## config.mk

```make
export PLATFORM = sky130hd
export DESIGN_NAME = jt08_adpcm_ram_arb_flat
export DESIGN_NICKNAME = d
export VERILOG_FILES = /design/src/rtl/jt08_adpcm_ram_arb_if.sv /design/src/rtl/jt08_adpcm_ram_arb.sv /design/src/flat_wrapper.sv
export SDC_FILE = /design/constraint.sdc
export NUM_CORES = 1
export LEC_CHECK = 0
export BUFFER_PORTS_ARGS = -buffer_cell sky130_fd_sc_hd__buf_2
export CAP_MARGIN = 5
export CORE_MARGIN = 2
export CORE_UTILIZATION = 35
export CTS_CLUSTER_SIZE = 12
export DETAILED_ROUTE_END_ITERATION = 6
export PLACE_DENSITY_LB_ADDON = 0.3
export SETUP_SLACK_MARGIN = 0.5
export SLEW_MARGIN = 10
export SYNTH_ARGS = -nofsm -noshare
export SYNTH_HDL_FRONTEND = slang
export SYNTH_SLANG_ARGS = --single-unit
```

## constraint.sdc

```tcl
create_clock -name clk -period 4.7 [get_ports clk]
set_clock_uncertainty 0.15 [all_clocks]
set_input_delay 1.175 -clock clk [delete_from_list [all_inputs] [get_ports clk]]
set_output_delay 1.175 -clock clk [all_outputs]
set_load 0.01 [all_outputs]
```

## src/rtl/jt08_adpcm_ram_arb_if.sv

```systemverilog
// jt08_adpcm_ram_arb_if: shared-memory req/ack port.
// Signals: req (held until ack), we, addr[AW-1:0], wdata[7:0] from the arbiter;
//          rdata[7:0] (valid with ack), ack (one-clk completion pulse) from memory.
// Modports: master = arbiter side, slave = memory side.
interface jt08_adpcm_ram_arb_if #(parameter int AW = 18);
    logic          req;
    logic          we;
    logic [AW-1:0] addr;
    logic [7:0]    wdata;
    logic [7:0]    rdata;
    logic          ack;
    modport master(output req, we, addr, wdata, input rdata, ack);
    modport slave(input req, we, addr, wdata, output rdata, ack);
endinterface

```

## src/rtl/jt08_adpcm_ram_arb.sv

```systemverilog
// jt08_adpcm_ram_arb: arbitrates the ADPCM-B driver strobes and the FDD DMA requester onto one shared memory port.
// Ports: clk, rst (async, active high), cen (driver clock enable);
//        ADPCM: a_addr, a_dout, a_oe_n, a_wr_n in; a_din (held read data), a_busy out;
//        FDD:   f_req, f_we, f_addr, f_wdata in; f_rdata, f_ack (one-clk pulse) out;
//        mem:   jt08_adpcm_ram_arb_if.master shared-memory port;
//        late:  sticky flag, an ADPCM read missed the driver's read window.
// Optional: define JT08_ADPCM_ARB_LATE_EN to build the late-read counter; otherwise late is tied to 0.
module jt08_adpcm_ram_arb #(
    parameter int AW         = 18,
    parameter int LATE_LIMIT = 4
) (
    input  logic                  clk,
    input  logic                  rst,
    input  logic                  cen,
    input  logic [23:0]           a_addr,
    input  logic [7:0]            a_dout,
    input  logic                  a_oe_n,
    input  logic                  a_wr_n,
    output logic [7:0]            a_din,
    output logic                  a_busy,
    input  logic                  f_req,
    input  logic                  f_we,
    input  logic [AW-1:0]         f_addr,
    input  logic [7:0]            f_wdata,
    output logic [7:0]            f_rdata,
    output logic                  f_ack,
    jt08_adpcm_ram_arb_if.master  mem,
    output logic                  late
);
    typedef enum logic [1:0] {IDLE, A_ACC, F_ACC, DONE} state_t;
    state_t        st;
    logic          oe_l, wr_l, a_pend, p_we;
    logic [AW-1:0] p_addr;
    logic [7:0]    p_dout;
    logic          rd_fall, wr_fall, issue_a, take;
    logic          unused;

    assign unused  = ^{cen, a_addr[23:AW]};
    assign rd_fall = oe_l & ~a_oe_n;
    assign wr_fall = wr_l & ~a_wr_n;
    // The latched request is being issued this clk, so a new edge would be lost on ack.
    assign issue_a = (st == IDLE) && a_pend && !f_req;
    assign take    = (rd_fall || wr_fall) && (st != A_ACC) && !issue_a;
    assign a_busy  = a_pend | (st == A_ACC);

    always_ff @(posedge clk or posedge rst) begin
        if (rst) begin
            st        <= IDLE;
            oe_l      <= 1'b1;
            wr_l      <= 1'b1;
            a_pend    <= 1'b0;
            p_we      <= 1'b0;
            p_addr    <= '0;
            p_dout    <= '0;
            a_din     <= '0;
            f_rdata   <= '0;
            f_ack     <= 1'b0;
            mem.req   <= 1'b0;
            mem.we    <= 1'b0;
            mem.addr  <= '0;
            mem.wdata <= '0;
        end else begin
            oe_l  <= a_oe_n;
            wr_l  <= a_wr_n;
            f_ack <= 1'b0;
            if (take) begin
                a_pend <= 1'b1;
                p_addr <= a_addr[AW-1:0];
                p_we   <= wr_fall;
                p_dout <= a_dout;
            end
            case (st)
                IDLE:
                    if (f_req) begin
                        mem.req   <= 1'b1;
                        mem.we    <= f_we;
                        mem.addr  <= f_addr;
                        mem.wdata <= f_wdata;
                        st        <= F_ACC;
                    end else if (a_pend) begin
                        mem.req   <= 1'b1;
                        mem.we    <= p_we;
                        mem.addr  <= p_addr;
                        mem.wdata <= p_dout;
                        st        <= A_ACC;
                    end
                A_ACC:
                    if (mem.ack) begin
                        mem.req <= 1'b0;
                        if (!p_we) a_din <= mem.rdata;
                        a_pend  <= 1'b0;
                        st      <= DONE;
                    end
                F_ACC:
                    if (mem.ack) begin
                        mem.req <= 1'b0;
                        f_rdata <= mem.rdata;
                        f_ack   <= 1'b1;
                        st      <= DONE;
                    end
                default: st <= IDLE;
            endcase
        end
    end

`ifdef JT08_ADPCM_ARB_LATE_EN
    logic [2:0] cnt;
    logic       rd_act;
    assign rd_act = a_pend & ~p_we;
    always_ff @(posedge clk or posedge rst) begin
        if (rst) begin
            cnt  <= '0;
            late <= 1'b0;
        end else begin
            if (take && !wr_fall) cnt <= '0;
            else if (cen && rd_act && cnt != 3'd7) cnt <= cnt + 3'd1;
            if (rd_act && cnt >= 3'(LATE_LIMIT) && !(st == A_ACC && mem.ack)) late <= 1'b1;
        end
    end
`else
    assign late = 1'b0;
`endif
endmodule

```

## src/flat_wrapper.sv

```systemverilog
// flat-port wrapper written by rule: the top's interface ports become plain ports
module jt08_adpcm_ram_arb_flat 
#(
    parameter int AW         = 18,
    parameter int LATE_LIMIT = 4
)
  (clk, rst, cen, a_addr, a_dout, a_oe_n, a_wr_n, a_din, a_busy, f_req, f_we, f_addr, f_wdata, f_rdata, f_ack, late, mem_req, mem_we, mem_addr, mem_wdata, mem_rdata, mem_ack);
  jt08_adpcm_ram_arb_if #(.AW(AW)) mem_i ();
  input  logic clk;
  input  logic rst;
  input  logic cen;
  input  logic [23:0] a_addr;
  input  logic [7:0] a_dout;
  input  logic a_oe_n;
  input  logic a_wr_n;
  output logic [7:0] a_din;
  output logic a_busy;
  input  logic f_req;
  input  logic f_we;
  input  logic [AW-1:0] f_addr;
  input  logic [7:0] f_wdata;
  output logic [7:0] f_rdata;
  output logic f_ack;
  output logic late;
  output wire logic [$bits(mem_i.req)-1:0] mem_req;
  output wire logic [$bits(mem_i.we)-1:0] mem_we;
  output wire logic [$bits(mem_i.addr)-1:0] mem_addr;
  output wire logic [$bits(mem_i.wdata)-1:0] mem_wdata;
  input wire logic [$bits(mem_i.rdata)-1:0] mem_rdata;
  input wire logic [$bits(mem_i.ack)-1:0] mem_ack;
  assign mem_req = mem_i.req;
  assign mem_we = mem_i.we;
  assign mem_addr = mem_i.addr;
  assign mem_wdata = mem_i.wdata;
  assign mem_i.rdata = mem_rdata;
  assign mem_i.ack = mem_ack;
  jt08_adpcm_ram_arb #(.AW(AW), .LATE_LIMIT(LATE_LIMIT)) u_core (.clk(clk), .rst(rst), .cen(cen), .a_addr(a_addr), .a_dout(a_dout), .a_oe_n(a_oe_n), .a_wr_n(a_wr_n), .a_din(a_din), .a_busy(a_busy), .f_req(f_req), .f_we(f_we), .f_addr(f_addr), .f_wdata(f_wdata), .f_rdata(f_rdata), .f_ack(f_ack), .mem(mem_i), .late(late));
endmodule
```

==> results.md <==
Run status:
- The flow ran to the end, and the final reports show no timing, DRC or antenna violations.

Logic synthesis:
- Ranked by total cell area, the synthesized netlist is headed by dfrtp_1 59%, mux2_2 15%, mux2i_1 8.8%.
- In the synthesized netlist the dominant register cell turns out to be dfrtp_1.
- Of the post-synthesis cell area, the dominant cell type holds about three fifths.
- Yosys printed 0 warnings.
- The count of distinct cell types in the synthesized netlist is 27.
- After synthesis the netlist holds a flip-flop and latch count of 77.
- A synthesized cell averages ~13 sq um.
- The async set-or-reset flop fraction in the synthesized netlist is between 90% and 100%.
- In the synthesized netlist, the number of instances is 244.
- The largest area contributor in the netlist is dfrtp_1.
- In this run, synthesis inferred 0 flip-flops with an integrated enable.
- The number of nets handed over by synthesis was approximately 320.
- The cell area that synthesis handed to floorplanning was about 3200 sq um.
- Of the synthesized area, sequential elements account for ~60%.

Pwr:
- IR analysis of the VDD net gives a maximum drop of between 200 and 300 uV.
- The leakage power total is 2.05 nW.
- The sequential fraction of design power is between 40% and 50%.
- The switching portion of total power is 34.6%.
- In this run the power spent charging and discharging nets is about 0.90 mW.
- The part of the power in the clock network is between 15 and 20%.
- Cell internal power was estimated by the tool at between 1.5 and 2 mW.
- Power spread over the standard cell area amounts to between 600 and 700 nW/um^2.
- The share of total power in combinational logic is about two fifths.

Cells and area:
- The final core utilization is between 40% and 50%.
- The filler cell count in the final layout is about 850.
- The library cells used most frequently in the layout, excluding fill and tap cells, are 112 x buf_2, 75 x dfrtp_1, 42 x mux2_2.
- The share of final-layout standard cells stronger than drive strength 1 is 49.3%.
- Across the whole layout, storage elements account for 1930 sq um.
- The count of antenna diodes in the layout is 0.
- At the end of the flow, the number of nets in the layout was between 400 and 500.
- Leaving out fill and tap cells, the most frequent cell in the layout is buf_2.
- The finished cells cover just over 4000 sq um.
- Relative to the synthesized area, the layout overhead comes to 27.1%.
- The total area of multi-input combinational cells is 1200 sq um.

Worst setup path:
- The start point of the critical path is u_core.st[1].
- The critical register-to-register path endpoint is u_core.p_dout[5].
- The most critical setup path has its endpoint at a_busy.
- The worst flop-to-flop path startpoint is u_core.st[0].
- The type of destination of the critical path is an output port.
- The worst setup path is launched from a flop.
- The required time of the critical path is approximately 3.4 ns.
- The worst register-to-register path has a depth of 6.
- The setup slack of the most critical reg-to-reg path is around 2.4 ns.
- For the worst setup path, the data arrival time is roughly 1.5 ns.
- The maximum fanout along the worst path is 5.
- The kind of critical path is reg2out.

STA:
- The worst path needs 2.84 ns of the cycle, external delays included.
- Hold is met by roughly 0.33 ns.
- Setup repair after global routing left no endpoint under its margin.
- Timing would allow up to roughly 350 MHz.
- The number of hold violations in the final report is 0.
- The final-report max-slew violation count is 0.
- The number of setup violations in the final report is 0.
- Of the available clock period, the critical path in the final layout requires 60.5%.
- The actual transition at the worst max-transition pin is between 0.8 and 0.9 ns.
- Measured against its own limit, the worst slew margin works out to a little under half.
- The sum of negative setup slack is 0 ns.

CTS:
- After clock tree synthesis, the setup repair step added 0 buffers.
- Counting the buffers created by CTS gives 9.
- The root buffer selected by CTS is clkbuf_8.
- The H-tree depth reported by CTS is 3.
- No sink is reached through more buffers than the 2 on the longest clock path.
- In this run, post-CTS repair resized a total of 0 instances.
- After clock tree synthesis, the clock-pin slew on the worst setup and hold paths is 0.07 ns.
- The clock latency on the worst-skew pair is 0.34 ns.
- The clock sink count is a little under 80.
- The TritonCTS clock tree is built.
- For this design, the CTS-stage hold fixing added 0 buffers.

Placed design:
- The count of input and output buffers is between 100 and 150.
- The instance area at placement is between 3000 and 4000 sq um.
- The placer congestion estimate is approximately 0.74.
- The estimated wirelength of the detail-placed design is 4660 um.

Routing:
- The final antenna-violating net count is 0.
- The first routing iteration left 31 violations.
- After detailed routing, the number of remaining DRC violations is 0.
- The detailed-route wire length per cell is 13.9 um.
- The first-pass iteration count of the detailed router is 3.
- After detailed routing, the number of vias per cell comes to around 4.7.
- The total length of routed wires is roughly 6600 um.
- The routed layout has 2200 vias.

Die:
- The total I/O pin count is around 120.
- The die covers about 10000 sq um.
- From bottom edge to top edge, the die measures about 100 um.
- The starting density of the core is 36.4%.
- In this run the horizontal extent of the chip is between 90 and 100 um.
- The core region is 8810 sq um.
- The number of cell rows is 34.

Min path:
- The worst hold-check path type is reg2reg.

Global routing:
- The initial antenna violation count is 0.
- The wire length of the first global-routing pass is between 10000 and 15000 um.
- The via count of the first global-routing pass is 2326.
- The overall track demand over capacity in global routing is around 14%.
- Entering global routing, the biggest net connects 50 pins.
- The total congestion overflow after global routing is 0.

Run:
- Max-cap violations in this run came to 0.
-- per-stage QoR --
step | setup WS, ns | cells | power, mW
2_1_floorplan | 1.41 | 244 | 1.81
3_3_place_gp | 1.76 | 457 | 2.14
3_5_place_dp | 1.70 | 457 | 2.19
4_1_cts | 1.82 | 473 | 2.66
5_1_grt | 1.77 | 473 | 2.82
6_report | 1.86 | 473 | 2.61
-- critical path, cell delays in order, from the launching register on --
cell,delay (ns)
dfrtp_1,0.39
inv_1,0.07
ha_1,0.26
or2_2,0.31
buf_2,0.15
-- area by class of cell --
cell class | count | area share, %
clock buffers | 12 | 3.81
clock inverters | 4 | 0.799
inverters | 7 | 0.676
multi-input cells | 149 | 29.5
flip-flops and latches | 77 | 47.4
well taps | 108 | 3.32
repair buffers | 116 | 14.5
-- worst min-delay path by stage --
stage                                    from                   to  depth (start not counted)
after floorplan             u_core.p_addr[10]    u_core.p_addr[10]                          1
after global placement    u_core.mem.addr[13]  u_core.mem.addr[13]                          2
after detailed placement  u_core.mem.wdata[3]  u_core.mem.wdata[3]                          2
after CTS                 u_core.mem.wdata[3]  u_core.mem.wdata[3]                          2
after global routing      u_core.mem.wdata[3]  u_core.mem.wdata[3]                          2
final                     u_core.mem.addr[10]  u_core.mem.addr[10]                          2
-- power by group through the flow --
stage	registers, mW	clock network (mW)	logic (mW)
final	1.15	0.458	0.995
after global placement	1.15	0	0.994
after detailed placement	1.17	0	1.02
after global routing	1.19	0.514	1.12
after floorplan	1.23	0	0.578
after CTS	1.16	0.481	1.02
-- state kept, by name, indices dropped and copies added, names as in the netlist --
name and flops:
u_core.f_rdata 8, u_core.a_din 8, u_core.wr_l 1, u_core.f_ack 1, u_core.oe_l 1, u_core.mem.req 1
u_core.mem.wdata 8, u_core.p_addr 18, u_core.p_we 1, u_core.a_pend 1, u_core.p_dout 8, u_core.mem.we 1
u_core.st 2, u_core.mem.addr 18
-- Yosys cell counts, types with 2 or more instances --
library cell,number
inv_1,7
clkbuf_1,5
dfrtp_1,75
o31ai_1,2
a21oi_1,2
buf_4,3
nand2b_1,2
nand2_1,28
mux2i_1,28
dfstp_2,2
ha_1,4
mux2_2,42
o21ai_0,28
buf_2,3
-- layer usage --
layer	vias up	share of wire, %	global-route usage (%)
met2	74	47	22.8
met3	4	7.7	5.62
li1	1075	-	-
met4	0	0.67	3.48
met5	-	0	0
met1	1047	45	17.7
-- logic make-up after synthesis --
group / Yosys count / synth area share [%]
other: 1 / 0.117
AND/OR/NAND/NOR: 35 / 4.57
multiplexers: 71 / 23.9
adder cells (fa/ha/maj): 4 / 1.56
buffers and inverters: 18 / 2.58
AO/OA/AOI/OAI: 38 / 7.07
flip-flops: 77 / 60.2
Note: power is estimated with default switching activity, not from simulation.
